==> src/rtl/mem_port_arbiter4_pkg.sv <==
// Shared types and helpers for the four-requester round-robin memory port arbiter.
//   state_t  : IDLE/BUSY arbiter state (1-bit encoding)
//   rr_pick  : first requester set at or after the rotating pointer
package mem_port_arbiter4_pkg;

  localparam int unsigned NREQ  = 4;
  localparam int unsigned SEL_W = 2;

  localparam logic [SEL_W-1:0] SEL_0 = 2'b00;
  localparam logic [SEL_W-1:0] SEL_1 = 2'b01;
  localparam logic [SEL_W-1:0] SEL_2 = 2'b10;
  localparam logic [SEL_W-1:0] SEL_3 = 2'b11;

  typedef enum logic {
    S_IDLE = 1'b0,
    S_BUSY = 1'b1
  } state_t;

  // Scan from the highest offset down so the lowest offset from ptr wins.
  // Returns ptr when nothing is requesting; callers gate on |req.
  function automatic logic [SEL_W-1:0] rr_pick(input logic [NREQ-1:0]  req,
                                               input logic [SEL_W-1:0] ptr);
    logic [SEL_W-1:0] idx;
    rr_pick = ptr;
    for (int i = NREQ - 1; i >= 0; i--) begin
      idx = ptr + SEL_W'(i);
      if (req[idx]) rr_pick = idx;
    end
  endfunction

endpackage

==> src/rtl/mem_port_arbiter4_mux4.sv <==
// 4:1 data mux feeding the shared downstream port.
//   d0..d3 : requester data words
//   s      : select
//   y      : selected word (combinational)
module mux4 import mem_port_arbiter4_pkg::*; #(
  parameter int unsigned WIDTH = 32
) (
  input  logic [WIDTH-1:0] d0,
  input  logic [WIDTH-1:0] d1,
  input  logic [WIDTH-1:0] d2,
  input  logic [WIDTH-1:0] d3,
  input  logic [SEL_W-1:0] s,
  output logic [WIDTH-1:0] y
);

  always_comb begin
    y = d0;
    unique case (s)
      SEL_0: y = d0;
      SEL_1: y = d1;
      SEL_2: y = d2;
      SEL_3: y = d3;
    endcase
  end

endmodule

==> src/rtl/mem_port_arbiter4.sv <==
// Round-robin arbiter sharing one downstream memory port among four requesters.
// One beat per grant; a stalled downstream is abandoned after TIMEOUT busy cycles.
//   clk, resetn : clock, async active-low reset
//   req         : per-requester request level (sampled only while idle)
//   d0..d3      : requester data words
//   y           : data of the granted requester (mux on sel)
//   sel         : registered select of current/last grant
//   gnt         : registered one-hot grant, zero when idle
//   out_valid   : y valid downstream (high exactly while busy)
//   out_ready   : downstream accepts y
//   done        : beat completes this cycle (combinational)
//   err         : one-cycle pulse after a timeout abort
module mem_port_arbiter4 import mem_port_arbiter4_pkg::*; #(
  parameter int unsigned WIDTH   = 32,
  parameter int unsigned TIMEOUT = 16
) (
  input  logic             clk,
  input  logic             resetn,
  input  logic [NREQ-1:0]  req,
  input  logic [WIDTH-1:0] d0,
  input  logic [WIDTH-1:0] d1,
  input  logic [WIDTH-1:0] d2,
  input  logic [WIDTH-1:0] d3,
  output logic [WIDTH-1:0] y,
  output logic [SEL_W-1:0] sel,
  output logic [NREQ-1:0]  gnt,
  output logic             out_valid,
  input  logic             out_ready,
  output logic             done,
  output logic             err
);

  localparam int unsigned        CNT_W   = $clog2(TIMEOUT);
  localparam logic [CNT_W-1:0]   CNT_MAX = CNT_W'(TIMEOUT - 1);

  state_t             state, state_n;
  logic [SEL_W-1:0]   ptr, ptr_n, sel_n, pick;
  logic [NREQ-1:0]    gnt_n;
  logic [CNT_W-1:0]   cnt, cnt_n;
  logic               err_n;

  // State register and registered outputs.
  always_ff @(posedge clk or negedge resetn) begin
    if (!resetn) begin
      state <= S_IDLE;
      ptr   <= '0;
      sel   <= '0;
      gnt   <= '0;
      cnt   <= '0;
      err   <= 1'b0;
    end else begin
      state <= state_n;
      ptr   <= ptr_n;
      sel   <= sel_n;
      gnt   <= gnt_n;
      cnt   <= cnt_n;
      err   <= err_n;
    end
  end

  // Next-state: grant from IDLE, finish on out_ready, abort on stall timeout.
  always_comb begin
    state_n = state;
    ptr_n   = ptr;
    sel_n   = sel;
    gnt_n   = gnt;
    cnt_n   = cnt;
    err_n   = 1'b0;
    pick    = rr_pick(req, ptr);
    unique case (state)
      S_IDLE: begin
        if (|req) begin
          state_n = S_BUSY;
          sel_n   = pick;
          gnt_n   = NREQ'(1) << pick;
          cnt_n   = '0;
        end
      end
      S_BUSY: begin
        // Completion takes precedence over a coincident timeout.
        if (out_ready) begin
          state_n = S_IDLE;
          gnt_n   = '0;
          ptr_n   = sel + SEL_W'(1);
        end else if (cnt == CNT_MAX) begin
          state_n = S_IDLE;
          gnt_n   = '0;
          ptr_n   = sel + SEL_W'(1);
          err_n   = 1'b1;
        end else begin
          cnt_n   = cnt + CNT_W'(1);
        end
      end
      default: state_n = S_IDLE;
    endcase
  end

  assign out_valid = (state == S_BUSY);
  assign done      = out_valid & out_ready;

  mux4 #(.WIDTH(WIDTH)) u_mux (
    .d0 (d0),
    .d1 (d1),
    .d2 (d2),
    .d3 (d3),
    .s  (sel),
    .y  (y)
  );

endmodule
==> config.mk <==
export PLATFORM = sky130hd
export DESIGN_NAME = mem_port_arbiter4
export DESIGN_NICKNAME = d
export VERILOG_FILES = /design/src/rtl/mem_port_arbiter4_pkg.sv /design/src/rtl/mem_port_arbiter4_mux4.sv /design/src/rtl/mem_port_arbiter4.sv
export SDC_FILE = /design/constraint.sdc
export NUM_CORES = 1
export LEC_CHECK = 0
export BUFFER_PORTS_ARGS = -buffer_cell sky130_fd_sc_hd__buf_2
export CAP_MARGIN = 20
export CORE_MARGIN = 1.5
export CORE_UTILIZATION = 35
export CTS_BUF_LIST = sky130_fd_sc_hd__clkbuf_16
export CTS_CLUSTER_SIZE = 30
export DETAILED_ROUTE_END_ITERATION = 16
export GPL_TIMING_DRIVEN = 1
export PLACE_DENSITY = 0.79
export SETUP_SLACK_MARGIN = 0.05
export SLEW_MARGIN = 5
export SYNTH_ARGS = -nofsm -noshare
export SYNTH_HDL_FRONTEND = slang
export SYNTH_SLANG_ARGS = --single-unit
==> constraint.sdc <==
create_clock -name clk -period 1.7 [get_ports clk]
set_input_delay 0.255 -clock clk [delete_from_list [all_inputs] [get_ports clk]]
set_output_delay 0.255 -clock clk [all_outputs]
set_load 0.005 [all_outputs]
Yosys cells after proc, flatten, opt, wreduce, memory -nomap -nowiden
Cells that the tools add are included.
{ "totals": {"input_bits": 135, "word_cells": 63, "reg_bits": 14, "out_inout_bits": 41} }
{ "classes": {"n_eq_ne": 8, "muxes": 30, "addsub": 5, "bitwise_logic": 2, "shift": 1, "n_lt_le_gt_ge": 4, "reduce_logical": 7} }
{ "ops": {"columns": ["cell", "n"], "rows": [
  ["32-bit case mux with 4 select lines", 1],
  ["4-bit 2-to-1 mux", 6],
  ["4-bit case mux with 2 select lines", 2],
  ["2-bit by 3-bit < comparator with 1-bit output, second input constant", 4],
  ["2-bit 2-to-1 mux", 6],
  ["1-bit 2-to-1 mux", 10],
  ["1-bit binary-select mux with 2-bit select", 4],
  ["2-bit inequality test, second input constant", 3],
  ["2-bit AND reduction", 3],
  ["2-bit by 1-bit adder with 2-bit output, second input constant", 2],
  ["2-bit adder, second input constant", 2],
  ["4-bit by 1-bit adder with 4-bit output, second input constant", 1],
  ["2-bit equality test, second input constant", 2],
  ["4-bit equality test, second input constant", 1],
  ["4-bit OR reduction", 1],
  ["1-bit by 2-bit << shifter with 4-bit output, first input constant", 1],
  ["3-bit by 2-bit inequality test with 1-bit output, second input constant", 1],
  ["3-bit AND reduction", 1],
  ["2-bit by 1-bit equality test with 1-bit output, second input constant", 1],
  ["2-bit logical NOT", 1],
  ["1-bit case mux with 2 select lines", 1],
  ["2-bit nonzero test", 1],
  ["1-bit bitwise AND", 1],
  ["1-bit inverter", 1]
]} }

Depth between registers and ports, before layout
{ "logic_depth": {"word_depth": 10, "ltp_mapped": 5, "depth_no_buf": 5} }

By module
Synthesis repeated with hierarchy kept, for this count alone.
{ "unflattened": {"hier_cells": 106, "hier_area_um2": 1532.7} }
{ "modules_own_cells": {"columns": ["mod", "cells_per_inst", "instances", "seq_area_each_um2", "area_each_um2"], "rows": [
  ["mux4", 39, 1, 0.0, 814.5],
  ["mem_port_arbiter4", 67, 1, 350.3, 718.2]
]} }

Least setup slack after synthesis
OpenSTA, ideal clock, no wires.
{ "synth_timing": {"path_kind": "flip-flop to output port", "start": "reg sel[0]", "end": "out y[0]", "stages_incl_launch_ff": 6, "required_ns": 1.445, "slack_ns": 0.106, "arrival_time_ns": 1.339, "n_path_buf": 2, "cell_sequence": "dfrtp_1 -> inv_1 -> ha_1 -> clkbuf_1 -> buf_2 -> mux2i_1"} }
{ "synth_between": {"elab_chain_cells": 2, "elab_cells_between_ends": 5, "classes_between": "eq/ne: 3; mux: 1; reduce/logical: 1"} }
{ "synth_rtl": {"columns": ["item", "line_no", "rtl"], "rows": [
  ["start: declaration", "mem_port_arbiter4.sv:25", "output logic [SEL_W-1:0] sel,"],
  ["start signal: assignment", "mem_port_arbiter4.sv:54", "sel <= sel_n;"],
  ["2-bit equality test, or another cell as far along", "mem_port_arbiter4_mux4.sv:18", "unique case (s)"],
  ["32-bit case mux with 4 select lines (*)", "mem_port_arbiter4_mux4.sv:18", null],
  ["end: declaration", "mem_port_arbiter4.sv:24", "output logic [WIDTH-1:0] y,"]
]} }
Every way passes the cells marked *; elsewhere a longest branch is shown, timed or not.

Final worst setup path
{ "layout_timing": {"start": "reg sel[0]", "end": "out y[20]"} }
The elaborated chain is that of the path after synthesis.

==> results.ini <==
[outcome]
status=finished with violations
failed_checks=negative setup slack

[yosys]
netlist.top_cell.by_area=dfrtp_1
async_flop_share=1.00
ys_seq_area_frac=0.221
synth_area_leaders=dfrtp_1 (22%), mux2i_1 (21%), a222oi_1 (20%), inv_1 (8.8%), ha_1 (3.9%)
syn_avg_cell_area_um2=8.66
syn_nets=323
ys_ff_latch=14
ys_warn_count=0
synth.distinct_cells=34
synth_cells=183
ys.flop_type=dfrtp_1
synth_top_area_frac=0.221
synth_edf_count=0
syn_area_um2=1590

[place]
hpwl_mm=5.32
io_buffers=175
gp_congestion=0.841
post-place-ws_ns=-0.0691

[sta]
period_share=1.16
rsz0062_at_grt=yes
hold_violations=0
skew_ns=0.00240
fin_ws_ns=-0.277
timing.final.max_slew_violations=0
min_period_ns=1.98
fin_worst_hold_slack_ns=0.366
tightest_slew_ns=0.343
setup_tns_ns=-6.28
setup_viol_count_final=32
fmax_ghz=0.506
relSlewSlack=0.771

[setup_path]
crit_path_start_kind=flip-flop
critPathMaxFanout=20
worstPathRequired_ns=1.44
cp.arrival_ns=1.72
crit_path_cell_trace=inv_2 -> ha_2 -> buf_12 -> a222oi_1 -> mux2i_1 -> buf_2
critPathCaptureType=primary output
cpPeakStageDelay_ns=0.41
path_class=reg -> out
crit_slowest_cell=dfrtp_2

[clock_network]
clk_pin_slew_worst_paths_ns=0.04
cts_buffer_depth=2
tritoncts=built
cts_max_level=1
cts-root-buf=clkbuf_16
cts_buffers=3
clk_latency_ns=0.24
clock-sinks=14

[routing]
postRouteAntennaNets=0
vias=2326
dr.pass1.iters=9
vias_per_cell=5.51
drt-initial-drc-count=327
routed_wl_mm=6.88
drc=0
detail_route.wl_per_cell_um=16.3

[die]
pin_count=176
row_count=24
die_w_um=70.3
die-area_um2=4940
core_region_area_um2=4350
start_util=0.364
die_h_um=70.3

[power_and_ir_drop]
ir_worst_vdd_v=0.00121
pwr_density_cell_nw_per_um2=1600
power.leakage_nw=1.64

[hold_path]
worstHoldPathType=in -> reg

[global_route]
grt_pass1_vias=2278
antenna_found_initial=0
grt_max_degree=33
grt_pass1_wl_mm=10.4
grt-ovfl-total=0
track_usage=0.258

[finish]
diodes=0
drive_gt1_frac=0.576
area_delta_synth_final_pct=78.4
nets=512
mostFrequentLayoutCells=buf_2 (175), inv_1 (36), mux2i_1 (33)
nFillCells=376
final_common_cell=buf_2

[run]
max_cap_violations=0

final timing paths:
check,cells after the start,start,slack (ns),endpoint
max,6,sel[0]$_DFFE_PN0P_,-0.28,y[20]
min,3,out_ready,0.37,err$_DFF_PN0_
max reg2reg,6,cnt[0]$_DFFE_PN0P_,0.12,gnt[3]$_DFFE_PN0P_
min reg2reg,2,gnt[0]$_DFFE_PN0P_,0.52,gnt[0]$_DFFE_PN0P_
max in group asynchronous,2,resetn,1.02,sel[1]$_DFFE_PN0P_
min in group asynchronous,2,resetn,0.43,gnt[2]$_DFFE_PN0P_
report_power, final:
group          internal, mW  switching (mW)
logic                  1.87            1.61
registers             0.466           0.138
clock network         0.307           0.126
layout make-up:
cell class                 count  area (µm²)  share of cell area
tap                           52        65.1              0.0230
clock buffer                   3        75.1              0.0265
multi-input combinational    118        1050               0.373
sequential                    14         353               0.125
inverter                      37         139              0.0491
timing repair buffer         198        1140               0.404
state kept, by name, indices dropped and copies added, names as in the netlist:
name and flops:
err 1, sel 2, gnt 4, ptr 2, out_valid 1, cnt 4
cell families after synthesis:
| family | Yosys count | synth area share |
|---|---|---|
| buf+inv | 51 | 0.128 |
| compound gates | 48 | 0.288 |
| mux | 35 | 0.223 |
| simple gates | 28 | 0.0900 |
| flops | 14 | 0.221 |
| fa+ha+maj | 5 | 0.0395 |
| xor+xnor | 2 | 0.0111 |
cells in the mapped netlist, drive strengths merged (3+ instances only):
cell	instances
inv	37
mux2i	33
a222oi	32
dfrtp	14
clkbuf	10
nand3	6
nor2	6
ha	5
o21ai	5
buf	4
nand2	4
nor3	3
timing repair:
action,4_1_cts,5_1_grt
setup endpoints to repair,32,33
hold endpoints to repair,14,0
pin swaps,17,15
gates cloned,1,0
setup buffers,5,0
hold buffers,1,0
gates resized for setup,8,3
stage by stage:
step	cell area [µm²]	instances	util	power, mW
floorplan	1590	183	-	2.33
global placement	2650	412	0.608	3.73
detailed placement	2650	412	0.608	3.81
CTS	2820	422	0.647	4.47
global route	2830	422	0.649	4.80
finish	2830	422	0.649	4.51
worst max-delay path: cells and delay by family (launching register included):
family          cells  cell delay (ns)
flops               1             0.41
mux                 1             0.15
compound gates      1             0.36
fa+ha+maj           1             0.20
buf+inv             3             0.35
routing by layer:
metal  wire [µm]  track usage
met2        3570        0.461
met5           0            0
met3         646       0.0303
met4         109       0.0705
met1        2560        0.323
(Power assumes the default switching activity.)
